$ cat src/rtl/a2d_scan_sched.sv
// a2d_scan_sched
// Autonomous scan scheduler in front of the SPI A2D interface. A period timer
// produces a tick every SCAN_PERIOD clocks. On each tick (when idle and enabled)
// the enabled channels 0..7 are converted in ascending order. Each 12-bit
// result lands in a per-channel register that can be read back by index.
//
// Ports:
//   i_clk, i_rst_n     clock, asynchronous active-low reset
//   i_scan_en          enables the period timer and new scans
//   i_chnl_mask[7:0]   channel enables, sampled at scan start
//   i_clr_err          clears both sticky error flags
//   i_rd_chnl[2:0]     readback select -> o_rd_data[11:0] (combinational)
//   o_valid[7:0]       per-channel "holds a good result"
//   o_scan_done        one-clock pulse at the end of every scan
//   o_busy             high whenever the FSM is not idle
//   o_err_timeout      sticky: a conversion was abandoned by the watchdog
//   o_err_overrun      sticky: a tick arrived while a scan was in progress
//   o_strt_cnv         one-clock conversion start to the A2D interface
//   o_chnnl[2:0]       channel being converted (stable START through CONV)
//   i_cnv_cmplt        conversion complete from the A2D interface
//   i_res[11:0]        conversion result, valid with i_cnv_cmplt
module a2d_scan_sched #(
    parameter int unsigned SCAN_PERIOD = 50000,
    parameter int unsigned TIMEOUT     = 4096
) (
    input  logic        i_clk,
    input  logic        i_rst_n,
    input  logic        i_scan_en,
    input  logic [7:0]  i_chnl_mask,
    input  logic        i_clr_err,
    input  logic [2:0]  i_rd_chnl,
    output logic [11:0] o_rd_data,
    output logic [7:0]  o_valid,
    output logic        o_scan_done,
    output logic        o_busy,
    output logic        o_err_timeout,
    output logic        o_err_overrun,
    output logic        o_strt_cnv,
    output logic [2:0]  o_chnnl,
    input  logic        i_cnv_cmplt,
    input  logic [11:0] i_res
);

    localparam int unsigned TW = (SCAN_PERIOD > 1) ? $clog2(SCAN_PERIOD) : 1;
    localparam int unsigned WW = (TIMEOUT > 1) ? $clog2(TIMEOUT) : 1;
    localparam logic [TW-1:0] TMR_LAST = TW'(SCAN_PERIOD - 1);
    localparam logic [WW-1:0] WD_LAST  = WW'(TIMEOUT - 1);

    typedef enum logic [2:0] {
        StIdle,
        StSel,
        StStart,
        StConv,
        StNext,
        StDone
    } state_t;

    state_t        r_state, w_state_nxt;
    logic [TW-1:0] r_timer;
    logic          w_tick;
    logic [2:0]    r_ptr, w_ptr_nxt;
    logic [7:0]    r_scan_mask, w_scan_mask_nxt;
    logic [WW-1:0] r_wdog, w_wdog_nxt;
    logic [7:0]    r_valid, w_valid_nxt;
    logic [11:0]   r_result [8];
    logic          w_res_we;
    logic          w_set_timeout;
    logic          w_set_overrun;
    logic          r_err_timeout;
    logic          r_err_overrun;

    // Period timer: free-runs while enabled, parked at 0 otherwise.
    assign w_tick = (r_timer == TMR_LAST);

    always_ff @(posedge i_clk or negedge i_rst_n) begin
        if (!i_rst_n) begin
            r_timer <= '0;
        end else if (!i_scan_en || w_tick) begin
            r_timer <= '0;
        end else begin
            r_timer <= r_timer + 1'b1;
        end
    end

    // Next-state logic
    always_comb begin
        w_state_nxt     = r_state;
        w_ptr_nxt       = r_ptr;
        w_scan_mask_nxt = r_scan_mask;
        w_wdog_nxt      = r_wdog;
        w_valid_nxt     = r_valid;
        w_res_we        = 1'b0;
        w_set_timeout   = 1'b0;
        unique case (r_state)
            StIdle: begin
                if (w_tick && i_scan_en && (i_chnl_mask != 8'h00)) begin
                    w_scan_mask_nxt = i_chnl_mask;
                    w_ptr_nxt       = 3'd0;
                    w_state_nxt     = StSel;
                end
            end
            StSel: begin
                // One clock per skipped channel keeps the walk trivially simple.
                if (r_scan_mask[r_ptr]) begin
                    w_state_nxt = StStart;
                end else if (r_ptr == 3'd7) begin
                    w_state_nxt = StDone;
                end else begin
                    w_ptr_nxt = r_ptr + 3'd1;
                end
            end
            StStart: begin
                w_wdog_nxt  = '0;
                w_state_nxt = StConv;
            end
            StConv: begin
                w_wdog_nxt = r_wdog + 1'b1;
                // Completion wins over a coincident watchdog expiry.
                if (i_cnv_cmplt) begin
                    w_res_we           = 1'b1;
                    w_valid_nxt[r_ptr] = 1'b1;
                    w_state_nxt        = StNext;
                end else if (r_wdog == WD_LAST) begin
                    w_set_timeout      = 1'b1;
                    w_valid_nxt[r_ptr] = 1'b0;
                    w_state_nxt        = StNext;
                end
            end
            StNext: begin
                if (r_ptr == 3'd7) begin
                    w_state_nxt = StDone;
                end else begin
                    w_ptr_nxt   = r_ptr + 3'd1;
                    w_state_nxt = StSel;
                end
            end
            StDone: begin
                w_state_nxt = StIdle;
            end
            default: begin
                w_state_nxt = StIdle;
            end
        endcase
    end

    assign w_set_overrun = w_tick && (r_state != StIdle);

    always_ff @(posedge i_clk or negedge i_rst_n) begin
        if (!i_rst_n) begin
            r_state       <= StIdle;
            r_ptr         <= 3'd0;
            r_scan_mask   <= 8'h00;
            r_wdog        <= '0;
            r_valid       <= 8'h00;
            r_err_timeout <= 1'b0;
            r_err_overrun <= 1'b0;
        end else begin
            r_state       <= w_state_nxt;
            r_ptr         <= w_ptr_nxt;
            r_scan_mask   <= w_scan_mask_nxt;
            r_wdog        <= w_wdog_nxt;
            r_valid       <= w_valid_nxt;
            // A set in the same cycle as a clear leaves the flag set.
            r_err_timeout <= w_set_timeout | (r_err_timeout & ~i_clr_err);
            r_err_overrun <= w_set_overrun | (r_err_overrun & ~i_clr_err);
        end
    end

    always_ff @(posedge i_clk or negedge i_rst_n) begin
        if (!i_rst_n) begin
            for (int i = 0; i < 8; i++) begin
                r_result[i] <= 12'h000;
            end
        end else if (w_res_we) begin
            r_result[r_ptr] <= i_res;
        end
    end

    // Moore outputs
    assign o_strt_cnv    = (r_state == StStart);
    assign o_scan_done   = (r_state == StDone);
    assign o_busy        = (r_state != StIdle);
    assign o_chnnl       = r_ptr;
    assign o_valid       = r_valid;
    assign o_err_timeout = r_err_timeout;
    assign o_err_overrun = r_err_overrun;
    assign o_rd_data     = r_result[i_rd_chnl];

endmodule

$ cat config.mk
export PLATFORM = sky130hd
export DESIGN_NAME = a2d_scan_sched
export DESIGN_NICKNAME = d
export VERILOG_FILES = /design/src/rtl/a2d_scan_sched.sv
export SDC_FILE = /design/constraint.sdc
export NUM_CORES = 1
export LEC_CHECK = 0
export ABC_AREA = 0
export BUFFER_PORTS_ARGS = -buffer_cell sky130_fd_sc_hd__clkbuf_2
export CORE_ASPECT_RATIO = 0.9
export CORE_MARGIN = 2
export CORE_UTILIZATION = 57
export DETAILED_ROUTE_END_ITERATION = 16
export PLACE_DENSITY_LB_ADDON = 0.25
export SLEW_MARGIN = 20
export SYNTH_ARGS = -nofsm -noshare
export SYNTH_HDL_FRONTEND = slang
export SYNTH_SLANG_ARGS = --single-unit
$ cat constraint.sdc
create_clock -name i_clk -period 2.5 [get_ports i_clk]
set_clock_uncertainty 0.15 [all_clocks]
set_input_delay 0.25 -clock i_clk [delete_from_list [all_inputs] [get_ports i_clk]]
set_output_delay 0.25 -clock i_clk [all_outputs]
set_load 0.01 [all_outputs]
# == After elaboration in Yosys (flattened, before gate mapping) ==
# Index checks and enable logic that the tools add are counted.
# classes
addsub,3
multipliers,0
div_mod_pow,0
n_lt_le_gt_ge,5
eq_ne,12
shift,0
muxes,30
n_bitwise,10
reduce_logical,17
# op_table
operator,n
$bwmux W96,1
$bmux W12 S3,1
$demux W12 S3,1
$mux W12,3
$mux W3,9
$pmux W12 S2,1
$add A16 B1 Y16 const B,1
$eq A16 B16 Y1 const B,1
$mux W16,1
$mux W8,2
$pmux W3 S5,1
$add A12 B1 Y12 const B,1
$eq A12 B12 Y1 const B,1
$eq A3 B3 Y1 const B,3
$pmux W3 S3,1
$and A8 B8 Y8,1
$ge A4 B4 Y1 const B,2
$not A3 Y4,2
$not A8 Y8,1
$or A8 B8 Y8,1
$reduce_bool A8 Y1,1
$mux W1,7
$eq A3 B2 Y1 const B,2
$ne A3 B3 Y1 const B,2
other kinds (19),30
# word_totals
ff_bits,148
latch_bits,0
ramBits,0
rom_bits,0
inputBits,28
mem_count,0

# == Logic depth before layout (Yosys ltp) ==
# Gate-level depths: netlist (run 1).
# logic_depth
depth_word,8
depth_mapped,7
depth_no_buf,6

# == Worst setup path after synthesis (run 1) ==
# Ideal clock, no wire load.
# synth_timing
path_type,input -> output
start,in i_rd_chnl[0]
end,out o_rd_data[0]
arrival_ps,1683
required_ps,2100
slack_ps,417
cell_stages,4
path_buffers,2
cell_sequence,clkbuf_1 -> buf_2 -> mux4_2 -> mux2_2
# synth_between
elab_chain_len,4
# synth_rtl
item,line_no,source
"start, declared",31,"input logic [2:0] i_rd_chnl,"
$not A3 Y4 (not written as such),187,assign o_rd_data = r_result[i_rd_chnl];
$bmux W12 S3,187,
$mux W12 (not written as such) (2 in a row),187,
"end, declared",32,"output logic [11:0] o_rd_data,"
# No other way between the ends. The select of a mux whose other input is x is not followed.

# == Worst setup path in the final report (run 1) ==
# layout_timing
start,reg r_timer[1]
end,reg r_ptr[0] (netlist: o_chnnl[0])
# layout_between
elab_chain_len,5
# layout_rtl
item,line_no,source
"start, declared",59,logic [TW-1:0] r_timer;
"start signal, assigned",81,r_timer <= r_timer + 1'b1;
$eq A16 B16 Y1,73,assign w_tick = (r_timer == TMR_LAST);
$logic_and A1 B1 Y1 (2 in a row),96,if (w_tick && i_scan_en && (i_chnl_mask != 8'h00)) begin
$ne A2 B2 Y1 (no source line),n/a,
$reduce_and A3 Y1 (no source line),n/a,
"end signal, assigned",159,r_ptr <= w_ptr_nxt;
"end, declared",61,"logic [2:0] r_ptr, w_ptr_nxt;"
# No other way between the ends.
# A chain may end at the register's enable or synchronous reset.

==> results of run 1 <==
## cell type report
type	count	share of cell area [%]
clock buffers	20	5.759
clock inverters	12	1.297
flip-flops and latches	148	45.70
repair buffers	83	7.025
well taps	160	2.470
inverters	10	0.4632
multi-input cells	331	37.29
## synthesized netlist by cell type (2+ instances only)
cell      count
o31ai_1       2
and3_2        2
nor4_1        3
o21ai_0      18
xor2_1        7
mux4_2       24
clkbuf_1      7
buf_2        10
ha_1          4
mux2i_1      11
nand2b_1      7
a22o_1        3
a21oi_1       6
dfrtp_1     148
nand4_1       4
and3_1        2
nor2_2        3
nor3_1        9
nand3_1      19
or3_1         2
or4_1         2
and4bb_2      2
nor2_1       28
xnor2_1      10
or2_2         2
o22ai_1       3
mux2_2      116
buf_4         6
and2_1        2
inv_1        10
nand2_1      29
## logic make-up after synthesis
logic type | count (synthesis) | share of synthesized area [%]
multiplexers | 151 | 28.34
adder cells (fa/ha/maj) | 4 | 0.7249
XOR/XNOR | 17 | 2.157
buffers and inverters | 36 | 2.591
flip-flops | 148 | 53.64
AO/OA/AOI/OAI | 37 | 3.407
AND/OR/NAND/NOR | 122 | 9.133
## critical path: stages (launching register included)
cell and delay, ns:
dfrtp_1 0.39, ha_1 0.22, and3_1 0.22, nand4_1 0.14, or3_1 0.57, a2bb2oi_4 0.27, mux2i_1 0.21
## report_power, final
group | internal [uW] | switching, uW
clock network | 1440 | 988
logic | 136 | 142
registers | 2450 | 28.0
total | 4020 | 1160
## cell usage in the layout, fill, tap and decap left out, types with 4 or more instances in the layout
cell type      synthesis  layout
clkbuf_2               1      54
clkinvlp_4             0       5
nand2_1               29      29
nor2_1                28      28
nand4_1                4       4
mux4_2                24      24
xnor2_1               10      10
dlygate4sd3_1          0      11
inv_1                 10      10
mux2i_1               11      11
buf_12                 0       4
mux2_2               116     116
o21ai_0               18      18
nor3_1                 9       9
xor2_1                 7       7
nand3_1               19      19
buf_4                  6      13
a21oi_1                6       6
nand2b_1               7       7
clkbuf_16              0      17
dfrtp_1              148     148
clkinv_2               0       4
ha_1                   4       4
## worst max path at each step
stage                         start                endpoint  slack [ns]
6_report       r_timer[1]$_DFF_PN0_  o_chnnl[0]$_DFFE_PN0P_        0.24
5_1_grt        r_timer[0]$_DFF_PN0_  o_chnnl[1]$_DFFE_PN0P_        0.04
2_1_floorplan          i_rd_chnl[0]            o_rd_data[0]        0.42
3_5_place_dp   r_timer[0]$_DFF_PN0_  o_chnnl[1]$_DFFE_PN0P_        0.24
3_3_place_gp   r_timer[1]$_DFF_PN0_  o_chnnl[0]$_DFFE_PN0P_        0.28
4_1_cts        r_timer[0]$_DFF_PN0_  o_chnnl[0]$_DFFE_PN0P_        0.22
## state kept, by name, summed over array words and instances (netlist names), named ones only
signal,cells
r_state,3
o_err_overrun,1
o_chnnl,3
r_timer,16
r_result,96
o_err_timeout,1
r_scan_mask,8
r_wdog,12
## stage by stage
stage          std cells  setup WS, ns
6_report             764        0.2402
3_5_place_dp         721        0.2441
3_3_place_gp         721        0.2797
2_1_floorplan        515        0.4170
5_1_grt              764       0.03856
4_1_cts              764        0.2194
## metal layers
layer / part of all wire [%] / up-vias / GRT usage, %
met1: 44 / 2296 / 31.31
met5: 0 / - / 0
met3: 4.2 / 15 / 5.907
met4: 1.1 / 0 / 7.227
li1: - / 2021 / -
met2: 51 / 95 / 40.30
==> results.json, run 1 <==
{
  "outcome": "complete, no violations",
  "antenna_found_initial": 0,
  "critical_path_class": "register to register",
  "dieArea_sq_um": 13010,
  "synth.avg_cell_area_sq_um": 13.41,
  "yosysSeqAreaShare_pct": 53.64,
  "syn_nets": 547,
  "post-route-period-util_pct": 90.39,
  "cts.clk_slew.worst_paths_ns": 0.06,
  "core_area_sq_um": 11930,
  "layout.nets": 623,
  "p_per_area_nw_per_um2": 639.5,
  "drive_above_1_share_pct": 42.55,
  "drcViolationCount": 0,
  "postCtsSetupBuffers": 0,
  "min_to": "r_result[2]$_DFFE_PN0P_",
  "crit_required_ns": 2.69,
  "multiInputGateArea_sq_um": 3022,
  "synth.largest_area_cell": "dfrtp_1",
  "timing.hold.ws_ns": 0.01884,
  "grt.total_usage_pct": 24.02,
  "ctsLongestPathBuffers": 2,
  "grt_pass1_wl_mm": 23.49,
  "finish.instance_area_sq_um": 8104,
  "insertion_delay_ns": 0.42,
  "yosys_warnings": 0,
  "syn_inst": 515,
  "die_w_um": 120.0,
  "ys.flop_type": "dfrtp_1",
  "vias": 4427,
  "viasPerCell": 5.795,
  "postSynth.asyncResetShare_pct": 100.0,
  "leakage_uw": 0.003794,
  "drv_slew": 0,
  "synth-edff-count": 0,
  "max-vdd-ir-drop_v": 0.0004998,
  "hp-start": "i_res[2]",
  "synthTopCellsByArea": "dfrtp_1, mux2_2, mux4_2",
  "hp-class": "input port to register",
  "netlist_area_sq_um": 6904,
  "cp_max_fo": 9,
  "timing.fmax_mhz": 442.5,
  "grt_pass1_vias": 4586,
  "cts_buffers": 17,
  "r2r_slack_ns": 0.24,
  "wl_per_cell_um": 18.57,
  "place.gp.congestion": 0.8262,
  "grt_max_degree": 66,
  "hold_viol": 0,
  "finalCriticalPeriod_ns": 2.260,
  "place_hpwl_mm": 8.985,
  "routed_wl_mm": 14.19,
  "seq_area_sq_um": 3704,
  "crit_path_end_kind": "register",
  "rsz0062_at_grt": "no",
  "htree_levels": 4,
  "num_antenna_cells": 0,
  "place_area_sq_um": 7422,
  "post-route-util_pct": 67.91,
  "p_total_uw": 5182,
  "die_h_um": 108.4,
  "cp.arrival_ns": 2.45,
  "reg2reg_depth": 6,
  "cts_resized": 0,
  "drtIter0Drc": 347,
  "dr.pass1.iters": 5,
  "slew_headroom_pct": 57.22,
  "hold_buffers": 11,
  "cts_root_buf": "clkbuf_16",
  "antenna_left": 0,
  "rows": 38,
  "area_growth_syn_to_layout_pct": 17.38,
  "r2r_end": "o_chnnl[0]$_DFFE_PN0P_",
  "start_util_pct": 57.85,
  "fill_cells": 881,
  "worstMarginPinSlew_ns": 0.6359,
  "grt-ovfl-total": 0,
  "io_buffers": 55,
  "setup_violations": 0,
  "max-cap-violations": 0,
  "timing.setup.tns_ns": 0,
  "synth_seq_cells": 148,
  "synth_cell_type_count": 45,
  "rr_startpoint": "r_timer[1]$_DFF_PN0_",
  "ios": 56,
  "clkSinkCount": 148,
  "min_path_cells": 2,
  "cts_tree": "built",
  "yosysTopAreaCellShare_pct": 53.64,
  "startpoint_type": "register"
}
No activity file was read; power rests on OpenSTA's default activity.
==> run 2, diff against run 1 <==
--- a/config.mk
+++ b/config.mk
@@ -11,7 +11,7 @@
 export CORE_MARGIN = 2
 export CORE_UTILIZATION = 57
 export DETAILED_ROUTE_END_ITERATION = 16
-export PLACE_DENSITY_LB_ADDON = 0.25
+export PLACE_DENSITY = 0.73
 export SLEW_MARGIN = 20
 export SYNTH_ARGS = -nofsm -noshare
 export SYNTH_HDL_FRONTEND = slang
==> run 2 against run 1 <==
Compared with the run above: fmax is 3.4% lower; register-to-register slack worse by 0.08 ns; die area stayed put; sequential share of layout area is 0.29 points lower; sequential power hardly changed; count of clock-buffer cells in the layout is 1 lower; critical path depth stayed put; design area is 0.65% higher; worst setup slack worse by 0.081 ns; largest cell class unchanged.
==> results.json, run 2 (synthesis results as in run 1) <==
{
  "p_per_area_nw_per_um2": 661.3,
  "fin_cells": 766,
  "place_inst": 723,
  "grt.total_usage_pct": 25.10,
  "timing.fmax_mhz": 427.3,
  "grt-busiest-layer": "met2",
  "cts.clk_slew.worst_paths_ns": 0.06,
  "cts_root_buf": "clkbuf_16",
  "dr.pass1.iters": 4,
  "rsz0062_at_grt": "no",
  "rr_startpoint": "r_timer[1]$_DFF_PN0_",
  "setup_violations": 0,
  "grtUsageMet3_pct": 6.382,
  "place_hpwl_mm": 9.392,
  "ctsLongestPathBuffers": 2,
  "largest_reg_flops": 96,
  "r2r_end": "o_chnnl[2]$_DFFE_PN0P_",
  "max-cap-violations": 0,
  "routed_wl_mm": 14.70,
  "crit_family": "simple AND/OR/NAND/NOR gates",
  "start_util_pct": 57.85,
  "cp_max_fo": 9,
  "outcome": "complete, no violations",
  "crit_path_end_kind": "register",
  "startpoint": "r_timer[1]$_DFF_PN0_",
  "use_met2_pct": 43.34,
  "rows": 38,
  "critical_path_class": "register to register",
  "finalCriticalPeriod_ns": 2.340,
  "cp_slowest_stage_delay_ns": 0.58,
  "startpoint_type": "register",
  "io_buffers": 55,
  "cp_cell_sequence": "ha_1 -> and3_1 -> nand4_1 -> or3_1 -> a2bb2oi_4 -> mux2i_1",
  "antenna_left": 0,
  "grt_pass1_wl_mm": 24.36,
  "crit_required_ns": 2.68,
  "drive_above_1_share_pct": 42.74,
  "cts_buffers": 17,
  "postCtsSetupBuffers": 0,
  "antenna_found_initial": 0,
  "die_h_um": 108.4,
  "hold_viol": 0,
  "grt_pass1_vias": 4752,
  "slew_headroom_pct": 57.81,
  "die_w_um": 120.0,
  "cts_tree": "built",
  "layout_common_cells": "dfrtp_1, mux2_2, clkbuf_2, nand2_1, nor2_1",
  "area_growth_syn_to_layout_pct": 18.14,
  "crit_end": "o_chnnl[2]$_DFFE_PN0P_",
  "place.gp.congestion": 0.8125,
  "cp_num_buf_inv": 0,
  "fill_cells": 846,
  "drcViolationCount": 0,
  "post-route-period-util_pct": 93.61,
  "use_met1_pct": 30.35,
  "max-vdd-ir-drop_v": 0.0005760,
  "drtIter0Drc": 344,
  "clkSinkCount": 148,
  "vias": 4414,
  "grt_max_degree": 54,
  "slowest_stage": "or3_1",
  "reg2reg_depth": 6,
  "core_area_sq_um": 11930,
  "largest_register": "r_result",
  "drv_slew": 0,
  "timing.setup.tns_ns": 0,
  "final_common_cell": "dfrtp_1",
  "insertion_delay_ns": 0.42,
  "layout.nets": 625,
  "dieArea_sq_um": 13010,
  "htree_levels": 4,
  "reg_top3": "r_result x96, r_timer x16, r_wdog x12",
  "viasPerCell": 5.762,
  "wl_per_cell_um": 19.18,
  "r2r_slack_ns": 0.16,
  "leakage_uw": 0.003836,
  "ios": 56,
  "cp.arrival_ns": 2.52,
  "worstMarginPinSlew_ns": 0.6270,
  "num_antenna_cells": 0,
  "cp_num_cells": 6,
  "grt-ovfl-total": 0,
  "hp-class": "input port to register"
}
[run 2: changes by cell type in the layout (fill, tap and decap cells not counted), sizes merged]
cell,before,now
clkbuf,74,73
inv,11,14
clkinvlp,5,1
bufinv,1,3
buf,18,20
[run 2: worst min path at each step]
stage                     slack [ns]      start                        to  cells past startpoint
after floorplan                -0.20    i_rst_n                 async pin                      0
after global placement          0.09    i_rst_n     r_wdog[7]$_DFFE_PN0P_                      1
after detailed placement         0.1    i_rst_n     r_wdog[4]$_DFFE_PN0P_                      1
after CTS                     0.0006  i_res[10]  r_result[70]$_DFFE_PN0P_                      2
after global routing            0.02   i_res[0]   r_result[0]$_DFFE_PN0P_                      2
final                           0.01  i_res[10]  r_result[94]$_DFFE_PN0P_                      2
[run 2: per-layer routing]
metal / vias up / part of all wire (%)
met2: 90 / 50
met3: 24 / 4.3
met5: - / 0
li1: 2023 / -
met4: 0 / 2.2
met1: 2277 / 43
[run 2: through the flow]
stage	power (uW)	cell area, sq um	worst slack [ns]	utilization, %	hold WS (ns)
floorplan	2645	6904	0.4170	-	-0.1956
global placement	2776	7425	0.3102	62.21	0.08681
detailed placement	2787	7425	0.1573	62.21	0.09617
CTS	5446	8157	0.1360	68.35	0.0005634
global route	5577	8157	0.06595	68.35	0.02325
finish	5394	8157	0.1596	68.35	0.01237
[run 2: cell type report]
class	instances	area [sq um]	area share, %
timing repair buffer	85	571.8	7.010
inverter	10	37.54	0.4602
clock buffer	19	452.9	5.553
multi-input combinational	331	3022	37.05
tap	160	200.2	2.454
sequential	148	3704	45.41
clock inverter	13	168.9	2.071
[run 2: power breakdown]
part	internal, uW	switching [uW]	leakage [uW]	total, uW
clock	1640	1000	0.000305	2640
combinational	137	144	0.00158	281
sequential	2450	27.6	0.00195	2470
[run 2: what timing repair did]
item / CTS / global route
endpoints found under the hold margin: 61 / 0
gates resized for setup: 0 / 0
hold buffers: 11 / 0
==> run 3, diff against run 2 <==
--- a/config.mk
+++ b/config.mk
@@ -11,7 +11,7 @@
 export CORE_MARGIN = 2
 export CORE_UTILIZATION = 57
 export DETAILED_ROUTE_END_ITERATION = 16
-export PLACE_DENSITY = 0.73
+export PLACE_DENSITY_LB_ADDON = 0.05
 export SLEW_MARGIN = 20
 export SYNTH_ARGS = -nofsm -noshare
 export SYNTH_HDL_FRONTEND = slang
==> run 3 against run 2 <==
Compared with the run above: power decreased by 7.7%; fmax grew 1.7%; count of clock-buffer cells in the layout shrank 1; global-route usage is 1.1 points lower; register-to-register slack better by 0.04 ns; sequential power hardly changed; critical path type unchanged; highest routed layer unchanged.
==> results.json, run 3 (synthesis results as in run 1) <==
{
  "htree_levels": 4,
  "clkSinkCount": 148,
  "area_growth_syn_to_layout_pct": 17.51,
  "r2r_end": "o_chnnl[2]$_DFFE_PN0P_",
  "use_met2_pct": 38.68,
  "grt-ovfl-total": 0,
  "slew_headroom_pct": 56.93,
  "cts_tree": "built",
  "layout_common_cells": "dfrtp_1, mux2_2, clkbuf_2, nand2_1, nor2_1",
  "core_area_sq_um": 11930,
  "ctsLongestPathBuffers": 2,
  "reg2reg_depth": 6,
  "insertion_delay_ns": 0.42,
  "final_common_cell": "dfrtp_1",
  "multiInputGateArea_sq_um": 3022,
  "grt.total_usage_pct": 23.99,
  "outcome": "complete, no violations",
  "grtUsageMet3_pct": 6.276,
  "cp_cell_sequence": "ha_1 -> and3_1 -> nand4_1 -> or3_1 -> a2bb2oi_4 -> mux2i_1",
  "reg_top3": "r_result x96, r_timer x16, r_wdog x12",
  "antenna_left": 0,
  "r2r_slack_ns": 0.20,
  "die_w_um": 120.0,
  "setup_violations": 0,
  "hold_viol": 0,
  "grt_max_degree": 63,
  "drtIter0Drc": 327,
  "max-vdd-ir-drop_v": 0.0004865,
  "antenna_found_initial": 0,
  "p_per_area_nw_per_um2": 613.7,
  "cp_max_fo": 9,
  "seq_area_sq_um": 3704,
  "cp.arrival_ns": 2.49,
  "io_buffers": 55,
  "cp_slowest_stage_delay_ns": 0.60,
  "slowest_stage": "or3_1",
  "cts_root_buf": "clkbuf_16",
  "post-route-period-util_pct": 92.06,
  "rsz0062_at_grt": "no",
  "grt-busiest-layer": "met2",
  "dieArea_sq_um": 13010,
  "die_h_um": 108.4,
  "crit_family": "simple AND/OR/NAND/NOR gates",
  "leakage_uw": 0.003805,
  "use_met1_pct": 32.66,
  "ios": 56,
  "rows": 38,
  "finalCriticalPeriod_ns": 2.302,
  "cts_buffers": 17,
  "largest_reg_flops": 96,
  "routed_wl_mm": 13.96,
  "wl_per_cell_um": 18.22,
  "fill_cells": 892,
  "num_antenna_cells": 0,
  "cts.clk_slew.worst_paths_ns": 0.06,
  "grt_pass1_vias": 4573,
  "viasPerCell": 5.645,
  "max-cap-violations": 0,
  "timing.fmax_mhz": 434.5,
  "worstMarginPinSlew_ns": 0.6401,
  "layout.nets": 626,
  "timing.hold.ws_ns": 0.02492,
  "min_path_cells": 2,
  "hp-class": "input port to register",
  "drcViolationCount": 0,
  "grt_pass1_wl_mm": 23.71,
  "startpoint_type": "register",
  "postCtsSetupBuffers": 0,
  "largest_register": "r_result",
  "rr_startpoint": "r_timer[0]$_DFF_PN0_",
  "drv_slew": 0,
  "hp-start": "i_res[11]",
  "vias": 4324,
  "critical_path_class": "register to register",
  "min_to": "r_result[23]$_DFFE_PN0P_",
  "timing.setup.tns_ns": 0,
  "place.gp.congestion": 0.8068,
  "dr.pass1.iters": 4,
  "drive_above_1_share_pct": 42.41,
  "crit_required_ns": 2.69,
  "crit_path_end_kind": "register",
  "place_hpwl_mm": 9.115,
  "start_util_pct": 57.85,
  "cp_num_buf_inv": 0
}
-- run 3: through the flow --
stage	worst slack [ns]	util, %	cells	cell area, sq um	power [uW]
after floorplan	0.4170	-	515	6904	2645
after global placement	0.2487	62.63	723	7475	2779
after detailed placement	0.1918	62.63	723	7475	2790
after CTS	0.1773	67.98	766	8113	5051
after global routing	0.03749	67.98	766	8113	5195
final	0.1984	67.98	766	8113	4979
-- run 3: repair_timing --
item,4_1_cts,5_1_grt
hold buffers,12,0
resized for setup,0,0
hold endpoints to repair,72,0
-- run 3: per-layer routing --
| layer | vias up | wire [um] |
|---|---|---|
| met4 | 0 | 76 |
| li1 | 2025 | - |
| met2 | 73 | 6934 |
| met5 | - | 0 |
| met1 | 2220 | 6438 |
| met3 | 6 | 510 |
-- run 3: report_power, final --
part | switching, uW | total (uW) | internal [uW]
Sequential | 25.8 | 2470 | 2450
Clock | 969 | 2220 | 1250
Combinational | 142 | 283 | 141
Total | 1140 | 4980 | 3840
-- run 3: layout make-up --
class | count | share of cell area, %
inverter | 10 | 0.4627
sequential | 148 | 45.65
clock inverter | 13 | 1.095
multi-input combinational | 331 | 37.25
tap | 160 | 2.468
timing repair buffer | 86 | 7.788
clock buffer | 18 | 5.290
-- run 3: how the worst max path moves through the flow --
stage,startpoint,endpoint,slack [ns],cells past startpoint
final,r_timer[0]$_DFF_PN0_,o_chnnl[2]$_DFFE_PN0P_,0.20,6
after global placement,r_timer[0]$_DFF_PN0_,o_chnnl[1]$_DFFE_PN0P_,0.25,6
after floorplan,i_rd_chnl[0],o_rd_data[0],0.42,4
after global routing,r_timer[0]$_DFF_PN0_,o_chnnl[2]$_DFFE_PN0P_,0.04,6
after detailed placement,r_timer[0]$_DFF_PN0_,o_chnnl[2]$_DFFE_PN0P_,0.19,6
after CTS,r_timer[0]$_DFF_PN0_,o_chnnl[2]$_DFFE_PN0P_,0.18,6
-- run 3: worst reg2reg max path, delay by kind of cell, from the launching register on --
family	cells	cell delay, ns
adders and majority gates	1	0.22
AOI/OAI and AO/OA	1	0.27
and+or+nand+nor	3	0.99
muxes	1	0.21
DFF	1	0.38
